## src/rtl/opb_register_ppc2user.sv

```systemverilog
// OPB slave register bank, PPC-to-fabric direction.
// The processor writes a 32-bit control word (DATA). User logic sees it as
// user_data_out, with user_data_valid pulsing once for each accepted write.
// A read-only COUNT register tracks accepted DATA writes so software can
// confirm they landed.
//
// state | meaning
// IDLE  | waiting for a decoded select
// ACK   | Sl_xferAck high for one cycle; read data was latched and any write
//       | was committed on the edge that entered this state
// GAP   | one dead cycle while the master drops select
module opb_register_ppc2user #(
  parameter logic [31:0] C_BASEADDR   = 32'h01080200,
  parameter logic [31:0] C_HIGHADDR   = 32'h010802FF,
  parameter int          C_OPB_AWIDTH = 32,
  parameter int          C_OPB_DWIDTH = 32,
  parameter string       C_FAMILY     = "virtex5",
  parameter logic [31:0] C_INIT_VALUE = 32'h00000000
) (
  input  logic        OPB_Clk,
  input  logic        OPB_Rst,
  input  logic [0:31] OPB_ABus,
  input  logic [0:3]  OPB_BE,
  input  logic [0:31] OPB_DBus,
  input  logic        OPB_RNW,
  input  logic        OPB_select,
  input  logic        OPB_seqAddr,
  output logic [0:31] Sl_DBus,
  output logic        Sl_xferAck,
  output logic        Sl_errAck,
  output logic        Sl_retry,
  output logic        Sl_toutSup,
  output logic [31:0] user_data_out,
  output logic        user_data_valid
);

  typedef enum logic [1:0] {
    ST_IDLE = 2'd0,
    ST_ACK  = 2'd1,
    ST_GAP  = 2'd2
  } state_t;

  state_t      state_q, state_d;
  logic [31:0] sl_dbus_q, sl_dbus_d;
  logic        data_valid_q, data_valid_d;
  logic [31:0] user_data_q, user_data_d;
  logic [31:0] write_count_q, write_count_d;

  logic        hit;
  logic [31:0] addr_off;
  logic        is_data;
  logic        is_count;
  logic [31:0] wr_word;
  logic        unused_ok;

  // Address decode; the word offset is taken relative to the base so the
  // two low byte-address bits never matter.
  always_comb begin
    hit      = OPB_select && (OPB_ABus >= C_BASEADDR) && (OPB_ABus <= C_HIGHADDR);
    addr_off = OPB_ABus - C_BASEADDR;
    is_data  = (addr_off[31:2] == 30'd0);
    is_count = (addr_off[31:2] == 30'd1);
    // OPB bit 0 is the MSB, so a plain numeric copy puts DBus[0] at bit 31.
    wr_word  = OPB_DBus;
  end

  // Next-state logic; read data and write commit both happen on the edge
  // that enters ACK, so Sl_DBus is non-zero only during the ack cycle.
  always_comb begin
    state_d       = state_q;
    sl_dbus_d     = 32'h0;
    data_valid_d  = 1'b0;
    user_data_d   = user_data_q;
    write_count_d = write_count_q;
    case (state_q)
      ST_IDLE: begin
        if (hit) begin
          state_d = ST_ACK;
          if (OPB_RNW) begin
            if (is_data) begin
              sl_dbus_d = user_data_q;
            end else if (is_count) begin
              sl_dbus_d = write_count_q;
            end
          end else if (is_data && (OPB_BE != 4'b0000)) begin
            for (int i = 0; i < 4; i++) begin
              if (OPB_BE[i]) begin
                user_data_d[31-8*i -: 8] = wr_word[31-8*i -: 8];
              end
            end
            data_valid_d  = 1'b1;
            write_count_d = write_count_q + 32'd1;
          end
        end
      end
      ST_ACK:  state_d = ST_GAP;
      ST_GAP:  state_d = ST_IDLE;
      default: state_d = ST_IDLE;
    endcase
  end

  // State and register flops; reset takes effect without waiting for a clock.
  always_ff @(posedge OPB_Clk or posedge OPB_Rst) begin
    if (OPB_Rst) begin
      state_q       <= ST_IDLE;
      sl_dbus_q     <= 32'h0;
      data_valid_q  <= 1'b0;
      user_data_q   <= C_INIT_VALUE;
      write_count_q <= 32'h0;
    end else begin
      state_q       <= state_d;
      sl_dbus_q     <= sl_dbus_d;
      data_valid_q  <= data_valid_d;
      user_data_q   <= user_data_d;
      write_count_q <= write_count_d;
    end
  end

  assign Sl_DBus         = sl_dbus_q;
  assign Sl_xferAck      = (state_q == ST_ACK);
  assign Sl_errAck       = 1'b0;
  assign Sl_retry        = 1'b0;
  assign Sl_toutSup      = 1'b0;
  assign user_data_out   = user_data_q;
  assign user_data_valid = data_valid_q;

  // Burst hint, byte-offset bits and informational parameters are not used.
  assign unused_ok = &{1'b0, OPB_seqAddr, addr_off[1:0], (C_FAMILY == ""),
                       (C_OPB_AWIDTH != 32), (C_OPB_DWIDTH != 32)};

endmodule

```

## config.mk

```make
export PLATFORM = sky130hd
export DESIGN_NAME = opb_register_ppc2user
export DESIGN_NICKNAME = d
export VERILOG_FILES = /design/src/rtl/opb_register_ppc2user.sv
export SDC_FILE = /design/constraint.sdc
export NUM_CORES = 1
export LEC_CHECK = 0
export BUFFER_PORTS_ARGS = -buffer_cell sky130_fd_sc_hd__buf_2
export CORE_MARGIN = 3
export CORE_UTILIZATION = 40
export DETAILED_ROUTE_END_ITERATION = 10
export GPL_TIMING_DRIVEN = 0
export PLACE_DENSITY_LB_ADDON = 0.12
export SLEW_MARGIN = 15
export SYNTH_ARGS = -nofsm -noshare
export SYNTH_HDL_FRONTEND = slang
export SYNTH_SLANG_ARGS = --single-unit
export TNS_END_PERCENT = 5
```

## constraint.sdc

```tcl
create_clock -name OPB_Clk -period 7.25 [get_ports OPB_Clk]
set_input_delay 0.3625 -clock OPB_Clk [delete_from_list [all_inputs] [get_ports OPB_Clk]]
set_output_delay 0.3625 -clock OPB_Clk [all_outputs]
set_load 0.01 [all_outputs]
```

==> results.json, run 1 <==
{
  "worstSetupPathType": "flop to flop",
  "globalplace.congestion": 0.770,
  "stdcell_area_mm2": 0.00535,
  "cts_repair_resize_count": 0,
  "ys_seq_elements": 99,
  "worstPathMaxFanout": 10,
  "finalHoldViolCount": 0,
  "clkSlewWorstSetupHoldPaths_ns": 0.09,
  "drc_errors": 0,
  "dieArea_mm2": 0.0120,
  "syn_avg_cell_area_um2": 12.0,
  "clock_path_buffers": 2,
  "synth_flop_cell": "dfrtp_1",
  "clkPwrFrac": 0.362,
  "die_x_um": 109,
  "wire_per_inst_um": 15.0,
  "initial_core_util": 0.413,
  "switching_power_uw": 211,
  "port_buffers": 134,
  "cts_buffers": 9,
  "internal_power_uw": 731,
  "use_met3": 0.0634,
  "layout.nets": 579,
  "status": "finished clean",
  "endpoint_kind": "flop",
  "rsz0062_at_grt": "no",
  "grt.overflow.total": 0,
  "top_usage_layer": "met2",
  "fin_setup_tns_ns": 0,
  "timing.final.crit_period_ns": 2.57,
  "rows": 37,
  "placedInstanceArea_mm2": 0.00516,
  "cp.arrival_ns": 2.87,
  "grt_max_degree": 52,
  "slew_violations": 0,
  "ant_nets": 0,
  "power_density_mw_per_mm2": 176,
  "areaGrowthSynthToFinish_pct": 24.8,
  "grt_antenna_before_repair": 0,
  "cts_tree": "built",
  "h-tree-depth": 3,
  "start_kind": "flop",
  "routed_via_density": 4.90,
  "die_y_um": 109,
  "grt_pass1_wl_um": 15700,
  "report.final.setup_viol": 0,
  "synth_edf_count": 0,
  "met2_usage": 0.277,
  "drive_above_1_share": 0.378,
  "cts_num_sinks": 99,
  "ys_async_sr_fraction": 1.00,
  "hpwl_um": 7260,
  "syn_inst": 356,
  "clock_skew_ns": 0.0104,
  "maxCapViolations": 0,
  "rr_startpoint": "state_q[1]",
  "grt_usage": 0.172,
  "hold_class": "input port to asynchronous set/reset pin",
  "cts_root_buf": "clkbuf_8",
  "period_share": 0.355,
  "startpoint": "state_q[1]",
  "wl_um": 9630,
  "switching_share": 0.224,
  "yosysUniqueCellTypes": 35,
  "coreArea_mm2": 0.0104,
  "drtIter0Drc": 82,
  "worst_pin_slew_ns": 0.792,
  "seqPwrFrac": 0.586,
  "post_cts_buffers": 0,
  "grt_pass1_vias": 3116,
  "drt_pre_antenna_iters": 4,
  "io_pins": 142,
  "cts_hold_buf": 0,
  "ys_seq_area_frac": 0.578,
  "num_vias": 3153,
  "slew_headroom": 0.472,
  "use_met1": 0.220,
  "combPwrFrac": 0.053,
  "antenna_cells": 0,
  "worstSkewPairLatency_ns": 0.37,
  "p_leak_nw": 2.89,
  "irDropWorstVdd_uv": 123,
  "critPathRequiredTime_ns": 7.55,
  "syn_area_mm2": 0.00428,
  "fmax_mhz": 389,
  "yosys_warnings": 0
}
==> path summary, 6_finish.rpt <==
check | depth (start not counted) | slack (ns) | endpoint
min reg2reg | 1 | 0.47 | write_count_q[31]
max | 8 | 4.68 | Sl_DBus[1]
max reg2reg | 8 | 4.68 | Sl_DBus[1]
max in group asynchronous | 3 | 6.63 | user_data_out[18]
min in group OPB_Clk | 2 | 0.22 | user_data_out[5]
min | 2 | 0.01 | user_data_out[3]
==> routing by layer <==
metal	part of all wire	routed length [µm]	vias to the layer above
met5	0	0	-
met4	0.0094	91	0
met3	0.077	744	9
met2	0.47	4570	96
met1	0.44	4230	1521
li1	-	-	1527
==> kinds of logic (layout without fill, tap and decap cells) <==
kind of cell               Yosys count  after routing  share of synthesized area
adders and majority gates            2              2                    0.00584
AOI/OAI and AO/OA                    4              4                    0.00584
muxes                               64             64                      0.159
buffers and inverters               18            168                     0.0187
other                                1              3                   0.000875
xor gates and xnor gates            31             31                     0.0634
DFF                                 99             99                      0.578
and+or+nand+nor                    137            137                      0.168
==> through the flow <==
stage / std cells / worst slack [ns] / util / power [mW] / hold slack, ns
after floorplan: 358 / 4.30 / - / 0.586 / 0.426
after global placement: 628 / 3.10 / 0.495 / 0.611 / 0.458
after detailed placement: 629 / 4.52 / 0.498 / 0.614 / 0.434
after CTS: 644 / 4.69 / 0.516 / 0.956 / 0.0171
after global routing: 644 / 4.46 / 0.516 / 0.987 / 0.0163
final: 644 / 4.68 / 0.516 / 0.942 / 0.0138
==> worst max-delay path, stage by stage (launching register included) <==
cell and delay [ns]:
dfrtp_1 0.41, nor4b_1 0.45, nand3_1 0.13, nor3_1 0.36, and2_0 0.18, clkbuf_1 0.28, nand2_1 0.19, clkbuf_1 0.30
nor2_1 0.19
==> layout by cell type (no fill, tap or decap), types with 3 or more instances in the layout <==
cell type / n
clkbuf_1: 10
nor3_1: 11
mux2i_1: 32
xor2_1: 14
clkbuf_8: 9
xnor2_1: 17
buf_2: 135
nand4_1: 11
dfrtp_1: 99
inv_1: 4
nor4_1: 10
nand2_4: 4
conb_1: 3
buf_4: 3
nor4b_1: 4
mux2_2: 32
nand2_1: 15
and3_1: 3
nand3_1: 21
nor2_1: 45
==> layout make-up <==
| class | instances | area (µm²) |
|---|---|---|
| well taps | 136 | 170 |
| flip-flops and latches | 99 | 2480 |
| fillers | 988 | 5020 |
| inverters | 5 | 23.8 |
| plain buffers | 13 | 61.3 |
| multi-input cells | 241 | 1730 |
| repair buffers | 135 | 698 |
| clock inverters | 5 | 55.1 |
| clock buffers | 10 | 128 |
==> Yosys cell counts (2+ instances only) <==
cell type,n,share of area
and3_1,3,0.0044
buf_4,3,0.0053
clkbuf_1,9,0.0079
dfrtp_1,99,0.58
ha_1,2,0.0058
inv_1,5,0.0044
mux2_2,32,0.084
mux2i_1,32,0.075
nand2_1,15,0.013
nand2_4,4,0.011
nand3_1,21,0.025
nand4_1,11,0.016
nor2_1,45,0.039
nor2b_1,2,0.0029
nor3_1,11,0.013
nor4_1,10,0.015
nor4b_1,4,0.0082
or3_1,2,0.0029
xnor2_1,17,0.035
xor2_1,14,0.029
==> registers in the layout, summed over array words and instances, names as in the netlist <==
register         count
write_count_q       32
user_data_out       32
state_q              2
Sl_DBus             32
user_data_valid      1
==> power groups by stage <==
| stage | Sequential (mW) | Clock (mW) | Combinational (mW) |
|---|---|---|---|
| 6_report | 0.552 | 0.341 | 0.0498 |
| 3_3_place_gp | 0.563 | 0 | 0.0478 |
| 4_1_cts | 0.552 | 0.353 | 0.0513 |
| 3_5_place_dp | 0.563 | 0 | 0.0511 |
| 2_1_floorplan | 0.563 | 0 | 0.0228 |
| 5_1_grt | 0.552 | 0.379 | 0.0561 |
Note: power is estimated with default switching activity, not from simulation.
==> run 2: changes to the inputs <==
==> constraint.sdc (replaced) <==
create_clock -name OPB_Clk -period 2.5 [get_ports OPB_Clk]
set_input_delay 0.125 -clock OPB_Clk [delete_from_list [all_inputs] [get_ports OPB_Clk]]
set_output_delay 0.125 -clock OPB_Clk [all_outputs]
set_load 0.01 [all_outputs]
==> results.json, run 2 (synthesis gave the netlist of run 1 again) <==
{
  "fmax_mhz": 430,
  "slew_violations": 0,
  "stdcell_area_mm2": 0.00581,
  "antenna_cells": 0,
  "port_buffers": 134,
  "start_kind": "flop",
  "period_share": 0.930,
  "rows": 37,
  "cts_buffers": 9,
  "wire_per_inst_um": 14.3,
  "worstSetupPathType": "flop to flop",
  "die_y_um": 109,
  "power_density_mw_per_mm2": 504,
  "rr_startpoint": "write_count_q[2]",
  "slew_headroom": 0.490,
  "clock_skew_ns": 0.0102,
  "timing.final.crit_period_ns": 2.33,
  "worstPathMaxFanout": 6,
  "cp_cell_sequence": "and4_1, and3_1, clkbuf_1, and2_1, nand4_1, nor4_1, xor2_1",
  "layout_commonest_cell": "buf_2",
  "cts_tree": "built",
  "min-delay-start": "OPB_ABus[11]",
  "drc_errors": 0,
  "status": "finished clean",
  "ant_nets": 0,
  "drive_above_1_share": 0.375,
  "fin_setup_tns_ns": 0,
  "crit_slowest_cell": "dfrtp_1",
  "placedInstanceArea_mm2": 0.00520,
  "routed_via_density": 4.79,
  "r2r_slack_ns": 0.17,
  "grt.overflow.total": 0,
  "cts_num_sinks": 99,
  "irDropWorstVdd_uv": 353,
  "n_fill_cell": 939,
  "layout.nets": 616,
  "startpoint": "write_count_q[2]",
  "drtIter0Drc": 108,
  "io_pins": 142,
  "die_x_um": 109,
  "grt_usage": 0.172,
  "r2r_cells": 7,
  "globalplace.congestion": 0.774,
  "initial_core_util": 0.413,
  "grt_max_degree": 28,
  "areaGrowthSynthToFinish_pct": 35.6,
  "clock_path_buffers": 2,
  "cp_slowest_stage_delay_ns": 0.46,
  "cp.arrival_ns": 2.62,
  "worst_pin_slew_ns": 0.764,
  "cts_root_buf": "clkbuf_8",
  "dieArea_mm2": 0.0120,
  "grt_pass1_vias": 3245,
  "hpwl_um": 7330,
  "hold_class": "input port to flop",
  "finalHoldViolCount": 0,
  "layout_common_cells": "buf_2, dfrtp_1, nor2_1, dlygate4sd3_1",
  "endpoint_kind": "flop",
  "report.final.setup_viol": 0,
  "coreArea_mm2": 0.0104,
  "wl_um": 9770,
  "grt_antenna_before_repair": 1,
  "grt_pass1_wl_um": 15600,
  "h-tree-depth": 3,
  "num_vias": 3270,
  "holdWs_ns": 0.0584,
  "drt_pre_antenna_iters": 4,
  "critPathRequiredTime_ns": 2.80,
  "maxCapViolations": 0,
  "worstSkewPairLatency_ns": 0.37,
  "clkSlewWorstSetupHoldPaths_ns": 0.09,
  "p_leak_nw": 3.09,
  "endpoint": "write_count_q[29]",
  "r2r_end": "write_count_q[29]"
}
-- run 2: what timing repair did --
item,CTS,global route
hold endpoints to repair,57,0
hold buffers,33,0
cloned,0,0
pin swaps,0,1
buffers inserted,0,2
setup endpoints to repair,30,63
gates resized for setup,1,10
-- run 2: how the worst min path moves through the flow --
stage                                   end  slack (ns)  cells after the start
after floorplan            user_data_out[0]        0.28                      1
after detailed placement   user_data_out[2]        0.24                      2
after global placement    user_data_out[30]        0.36                      2
final                            state_q[0]        0.06                      4
after global routing             state_q[0]        0.06                      4
after CTS                        state_q[0]        0.04                      4
-- run 2: worst max-delay path: cells and delay by family, from the launching register on --
family / cells / cell delay, ns
xor+xnor: 1 / 0.17
flops: 1 / 0.46
simple gates: 5 / 1.39
buf+inv: 1 / 0.22
-- run 2: area by class of cell --
class / instances / area (µm²) / share of cell area
Buffer: 13 / 66.3 / 0.0114
Clock buffer: 10 / 138 / 0.0237
Clock inverter: 6 / 88.8 / 0.0153
Inverter: 5 / 22.5 / 0.00388
Multi-Input combinational cell: 241 / 1750 / 0.301
Sequential cell: 99 / 2480 / 0.426
Tap cell: 136 / 170 / 0.0293
Timing Repair Buffer: 172 / 1100 / 0.189
-- run 2: metal layers --
metal | vias to the layer above | part of all wire | wire length [µm] | track usage
met5 | - | 0.0013 | 13 | 0
li1 | 1602 | - | - | -
met3 | 10 | 0.071 | 697 | 0.0446
met4 | 2 | 0.013 | 127 | 0.0668
met1 | 1554 | 0.44 | 4320 | 0.220
met2 | 102 | 0.47 | 4610 | 0.279
-- run 2: where the power goes --
part	switching, mW	total [mW]	internal, mW	leakage, nW
sequential	0.00000000255	1.60	1.60	1.38
combinational	0.0854	0.191	0.105	1.60
clock	0.545	1.14	0.590	0.108
-- run 2: metrics by stage --
step | setup WS, ns | util | total power, mW | instances
2_1_floorplan | 0.373 | - | 1.70 | 358
6_report | 0.175 | 0.560 | 2.93 | 682
4_1_cts | 0.0231 | 0.556 | 2.97 | 680
3_5_place_dp | -0.0758 | 0.502 | 1.79 | 631
5_1_grt | -0.0125 | 0.560 | 3.06 | 682
3_3_place_gp | -0.0117 | 0.495 | 1.77 | 628
